===== src/rtl/fpg8_pkg.sv =====
// Shared encodings and widths for the GPR file and its transfer sequencer.
package fpg8_pkg;

  localparam int unsigned DATA_W = 16;
  localparam int unsigned SEL_W  = 3;

  typedef enum logic [1:0] {
    OP_MOV  = 2'b00,
    OP_LDI  = 2'b01,
    OP_SWAP = 2'b10,
    OP_READ = 2'b11
  } op_e;

  typedef enum logic [2:0] {
    ST_IDLE = 3'd0,
    ST_RD_A = 3'd1,
    ST_RD_B = 3'd2,
    ST_WR_A = 3'd3,
    ST_WR_B = 3'd4
  } xfer_state_e;

endpackage


===== src/rtl/gpr_xfer_ctrl.sv =====
// Turns MOV/LDI/SWAP/READ requests into single-register GPR bus cycles.
// All outputs are registered; they are decoded from the next state and next captured fields.
module gpr_xfer_ctrl #(
  parameter int unsigned DATA_W = fpg8_pkg::DATA_W,
  parameter int unsigned SEL_W  = fpg8_pkg::SEL_W
) (
  input  logic              clk,
  input  logic              reset,
  input  logic              req_valid,
  output logic              req_ready,
  input  logic [1:0]        req_op,
  input  logic [SEL_W-1:0]  req_rd,
  input  logic [SEL_W-1:0]  req_rs,
  input  logic [DATA_W-1:0] req_imm,
  output logic              done,
  output logic [DATA_W-1:0] rsp_data,
  output logic              GPR_in,
  output logic              GPR_out,
  output logic [SEL_W-1:0]  GPR_select,
  input  logic [DATA_W-1:0] bus_in,
  output logic [DATA_W-1:0] bus_out,
  output logic              bus_drive
);
  import fpg8_pkg::*;

  xfer_state_e       state_q, state_d;
  op_e               op_q, op_d;
  logic [SEL_W-1:0]  rd_q, rd_d, rs_q, rs_d;
  logic [DATA_W-1:0] imm_q, imm_d, tmp_a_q, tmp_a_d, tmp_b_q, tmp_b_d;
  logic [DATA_W-1:0] rsp_q, rsp_d, bus_out_q, bus_out_d;
  logic [SEL_W-1:0]  sel_q, sel_d;
  logic              done_q, done_d, ready_q, ready_d;
  logic              gpr_in_q, gpr_in_d, gpr_out_q, gpr_out_d, drive_q, drive_d;

  // Next-state, capture and temp-register update
  always_comb begin
    state_d = state_q;
    op_d    = op_q;
    rd_d    = rd_q;
    rs_d    = rs_q;
    imm_d   = imm_q;
    tmp_a_d = tmp_a_q;
    tmp_b_d = tmp_b_q;
    rsp_d   = rsp_q;
    done_d  = 1'b0;
    unique case (state_q)
      ST_IDLE: begin
        if (req_valid) begin
          op_d    = op_e'(req_op);
          rd_d    = req_rd;
          rs_d    = req_rs;
          imm_d   = req_imm;
          state_d = (op_e'(req_op) == OP_LDI) ? ST_WR_A : ST_RD_A;
        end
      end
      ST_RD_A: begin
        tmp_a_d = bus_in;
        if (op_q == OP_READ) begin
          rsp_d   = bus_in;
          done_d  = 1'b1;
          state_d = ST_IDLE;
        end else if (op_q == OP_SWAP) begin
          state_d = ST_RD_B;
        end else begin
          state_d = ST_WR_A;
        end
      end
      ST_RD_B: begin
        tmp_b_d = bus_in;
        state_d = ST_WR_A;
      end
      ST_WR_A: begin
        if (op_q == OP_SWAP) begin
          state_d = ST_WR_B;
        end else begin
          done_d  = 1'b1;
          state_d = ST_IDLE;
        end
      end
      ST_WR_B: begin
        done_d  = 1'b1;
        state_d = ST_IDLE;
      end
      default: state_d = ST_IDLE;
    endcase
  end

  // Strobe decode for the cycle the FSM is about to enter; IDLE keeps everything low
  always_comb begin
    gpr_in_d  = 1'b0;
    gpr_out_d = 1'b0;
    drive_d   = 1'b0;
    sel_d     = '0;
    bus_out_d = '0;
    ready_d   = (state_d == ST_IDLE);
    unique case (state_d)
      ST_RD_A: begin
        gpr_out_d = 1'b1;
        sel_d     = (op_d == OP_SWAP) ? rd_d : rs_d;
      end
      ST_RD_B: begin
        gpr_out_d = 1'b1;
        sel_d     = rs_d;
      end
      ST_WR_A: begin
        gpr_in_d  = 1'b1;
        drive_d   = 1'b1;
        sel_d     = rd_d;
        bus_out_d = (op_d == OP_LDI)  ? imm_d :
                    (op_d == OP_SWAP) ? tmp_b_d : tmp_a_d;
      end
      ST_WR_B: begin
        gpr_in_d  = 1'b1;
        drive_d   = 1'b1;
        sel_d     = rs_d;
        bus_out_d = tmp_a_d;
      end
      default: ;
    endcase
  end

  always_ff @(posedge clk or negedge reset) begin
    if (!reset) begin
      state_q   <= ST_IDLE;
      op_q      <= OP_MOV;
      rd_q      <= '0;
      rs_q      <= '0;
      imm_q     <= '0;
      tmp_a_q   <= '0;
      tmp_b_q   <= '0;
      rsp_q     <= '0;
      done_q    <= 1'b0;
      ready_q   <= 1'b1;
      gpr_in_q  <= 1'b0;
      gpr_out_q <= 1'b0;
      drive_q   <= 1'b0;
      sel_q     <= '0;
      bus_out_q <= '0;
    end else begin
      state_q   <= state_d;
      op_q      <= op_d;
      rd_q      <= rd_d;
      rs_q      <= rs_d;
      imm_q     <= imm_d;
      tmp_a_q   <= tmp_a_d;
      tmp_b_q   <= tmp_b_d;
      rsp_q     <= rsp_d;
      done_q    <= done_d;
      ready_q   <= ready_d;
      gpr_in_q  <= gpr_in_d;
      gpr_out_q <= gpr_out_d;
      drive_q   <= drive_d;
      sel_q     <= sel_d;
      bus_out_q <= bus_out_d;
    end
  end

  assign req_ready  = ready_q;
  assign done       = done_q;
  assign rsp_data   = rsp_q;
  assign GPR_in     = gpr_in_q;
  assign GPR_out    = gpr_out_q;
  assign GPR_select = sel_q;
  assign bus_out    = bus_out_q;
  assign bus_drive  = drive_q;

endmodule


===== config.mk =====
export PLATFORM = sky130hd
export DESIGN_NAME = gpr_xfer_ctrl
export DESIGN_NICKNAME = d
export VERILOG_FILES = /design/src/rtl/fpg8_pkg.sv /design/src/rtl/gpr_xfer_ctrl.sv
export SDC_FILE = /design/constraint.sdc
export NUM_CORES = 1
export LEC_CHECK = 0
export ABC_AREA = 1
export CAP_MARGIN = 40
export CORE_UTILIZATION = 47
export CTS_BUF_LIST = sky130_fd_sc_hd__clkbuf_16
export DETAILED_ROUTE_END_ITERATION = 10
export PLACE_DENSITY = 0.76
export SETUP_SLACK_MARGIN = 0.2
export SYNTH_ARGS = -nofsm -noshare
export SYNTH_HDL_FRONTEND = slang
export SYNTH_SLANG_ARGS = --single-unit

===== constraint.sdc =====
create_clock -name clk -period 1.55 [get_ports clk]
set_input_delay 0.31 -clock clk [delete_from_list [all_inputs] [get_ports clk]]
set_output_delay 0.31 -clock clk [all_outputs]
set_load 0.02 [all_outputs]

==> flow_summary.toml <==
[outcome]
outcome = "finished, violations left"
violations = "setup timing"

[pwr]
clockPowerShare_pct = 13.0
power_frac_comb_pct = 61.4
powerDensity_mw_per_mm2 = 2459
switching_power_uw = 7823
p_leak_uw = 0.003583
sw_frac_of_total_pct = 44.92
vdd_drop_max_v = 0.001093
seq_power_share_pct = 25.6
power.internal_uw = 9593

[critical_path]
critical_path.top_delay_family = "simple AND/OR/NAND/NOR gates"
cp_slowest_cell = "dfrtp_2"
startpoint = "state_q[0]"
cp_max_fo = 8
r2r-end = "bus_out[10]"
arrival_ps = 2010
ff2ff_path_depth = 10
critPathBufInv = 2
crit_chain = "nor2_4, nand3_4, buf_6, nand3_4, nand2_4, inv_4, nand3_2, nand2_4, nand2_1, nand2_1"
r2r_setup_slack_ps = -170
cp.depth = 10
critPathMaxStageDelay_ps = 430
critPathRequiredTime_ps = 1840
worstSetupPathType = "reg2reg"
startpoint_type = "flop"
r2r_start = "state_q[0]"
cp-end-kind = "flop"

[placement]
portBuffers = 82
hpwl_um = 7308
place_congestion = 0.8839

[grt]
grt-ovfl-total = 0
grt_pass1_wl_um = 19250
grt_pass1_vias = 3989
grt_max_degree = 36
antenna_found_initial = 0
grt_util_met3_pct = 3.381
track_usage_pct = 25.74
grt-busiest-layer = "met2"
met1_usage_pct = 32.27
use_met2_pct = 44.43

[synth]
ys_seq_area_share_pct = 57.34
yosysWarnings = 0
ys_types = 24
avgSynthCellArea_um2 = 8.374
synth_fp_nets = 554
syn-cell-area_mm2 = 0.004279
ys_seq_elements = 98
postSynthCellCount = 511

[floorplan]
die_area_mm2 = 0.009490
rows = 34
core_area_mm2 = 0.008763
die_y_um = 97.42
ioPinCount = 83
chipWidth_um = 97.42
initial_core_util_pct = 48.83

[cts]
numCtsBuffers = 9
clk_pin_slew_worst_paths_ps = 70
cts_tree = "yes"
clock_sinks = 98
clockBufferDepth = 2
clk_latency_ps = 350
htree_levels = 3
clock-root-buffer = "clkbuf_16"

[timing]
rsz0062_at_grt = "yes"
hold_violations = 0
max_freq_ghz = 0.5819
slew_headroom_pct = 70.88
period_minus_slack_ps = 1718
finalWorstSetupSlack_ps = -168.5
finClkSkew_ps = 6.287
tightest_slew_ps = 436.9
setup_viol = 21
setup-tns-final_ps = -2350
post-route-period-util_pct = 110.9
slew_violations = 0

[routing]
num_vias = 4266
totalWireLength_um = 15270
dr.pass1.iters = 5
wire_per_inst_um = 19.90
via_per_inst = 5.562
drt-initial-drc-count = 218
drc = 0
ant_nets = 0

[hold_path]
hp-class = "in2async"

[run]
cap_violations = 0

[layout]
diodes = 0
fin_util_pct = 80.83
drive_gt1_share_pct = 43.55
multi_input_area_mm2 = 0.002276
register_area_mm2 = 0.002457
final_cell_mix = "nand2_1 (118), dfrtp_1 (94), inv_1 (50)"
fillers = 449
mostFrequentLayoutCell = "nand2_1"
fin_nets = 697
area_delta_synth_final_pct = 65.53
## stage by stage
step           cell area [µm²]  hold slack [ps]  total power [µW]  worst slack (ps)  instances
6_report                  7083            448.4             17420            -168.5        767
5_1_grt                   7083            486.0             18210            -250.0        767
2_1_floorplan             4327            14.41              8148             67.90        511
4_1_cts                   6306            461.2             14460            -38.33        752
3_3_place_gp              5489            274.9             10410            -376.1        718
3_5_place_dp              5489            274.0             10680            -454.9        718
## cell families after synthesis
| family | synth area share [%] |
|---|---|
| simple gates | 25.56 |
| buf+inv | 8.918 |
| flops | 57.34 |
| compound gates | 8.187 |
## worst max-delay path by stage
stage | end | slack, ps
detailed placement | bus_out[15] | -450
finish | bus_out[10] | -170
global route | bus_out[10] | -250
global placement | GPR_select[2] | -380
CTS | bus_out[9] | -40
floorplan | bus_out[11] | 70
## per-layer routing
layer	vias up	share of wire (%)
li1	1870	-
met1	2071	36
met2	254	52
met3	71	6.7
met4	0	4.9
met5	-	0
## synthesized netlist by cell type
| cell type | n | area share [%] |
|---|---|---|
| buf_6 | 5 | 1.3 |
| nand2_1 | 200 | 18 |
| o21ai_0 | 43 | 5.0 |
| nand3_1 | 29 | 3.4 |
| inv_1 | 56 | 4.9 |
| nor3_1 | 1 | 0.12 |
| clkbuf_1 | 3 | 0.26 |
| dfstp_2 | 1 | 0.61 |
| inv_2 | 8 | 0.70 |
| nor2_4 | 1 | 0.26 |
| nand2_2 | 7 | 1.0 |
| nand4_1 | 3 | 0.44 |
| or2_0 | 2 | 0.29 |
| buf_4 | 4 | 0.70 |
| o21a_1 | 2 | 0.35 |
| o21ai_1 | 24 | 2.8 |
| nand2_4 | 2 | 0.53 |
| nand3_4 | 1 | 0.41 |
| buf_2 | 8 | 0.94 |
| nor2_2 | 2 | 0.29 |
| nor2_1 | 9 | 0.79 |
| nand3_2 | 2 | 0.47 |
| clkinv_1 | 1 | 0.088 |
| dfrtp_1 | 97 | 57 |
## power by group through the flow
| stage | Combinational (µW) | Clock, µW | Sequential, µW |
|---|---|---|---|
| after floorplan | 3570 | 0 | 4570 |
| after detailed placement | 6500 | 0 | 4180 |
| after global routing | 11300 | 2380 | 4540 |
| final | 10700 | 2260 | 4460 |
| after CTS | 8080 | 2210 | 4170 |
| after global placement | 6270 | 0 | 4130 |
## registers in the layout, indices dropped and copies added, names as in the netlist
name	count
req_ready	1
done	1
state_q	3
rs_q	3
bus_drive	1
tmp_b_q	16
imm_q	16
rd_q	3
GPR_select	3
op_q	2
rsp_data	16
bus_out	16
tmp_a_q	16
GPR_out	1
## what timing repair did
| action | 4_1_cts | 5_1_grt |
|---|---|---|
| buffers inserted | 11 | 8 |
| hold endpoints to repair | 27 | 0 |
| hold buffers | 1 | 0 |
| resized for setup | 177 | 214 |
| endpoints found under the setup margin | 96 | 99 |
| pin swaps | 31 | 33 |
| cloned | 6 | 7 |
## cell type report
class                      instances  area share [%]
tap                              108           1.908
multi-input combinational        328           32.13
sequential                        98           34.69
timing repair inverter             1          0.1237
clock buffer                       9           3.180
timing repair buffer             151           23.16
inverter                          65           3.816
clock inverter                     7          0.9892
Power figures use the tool's default switching activity.
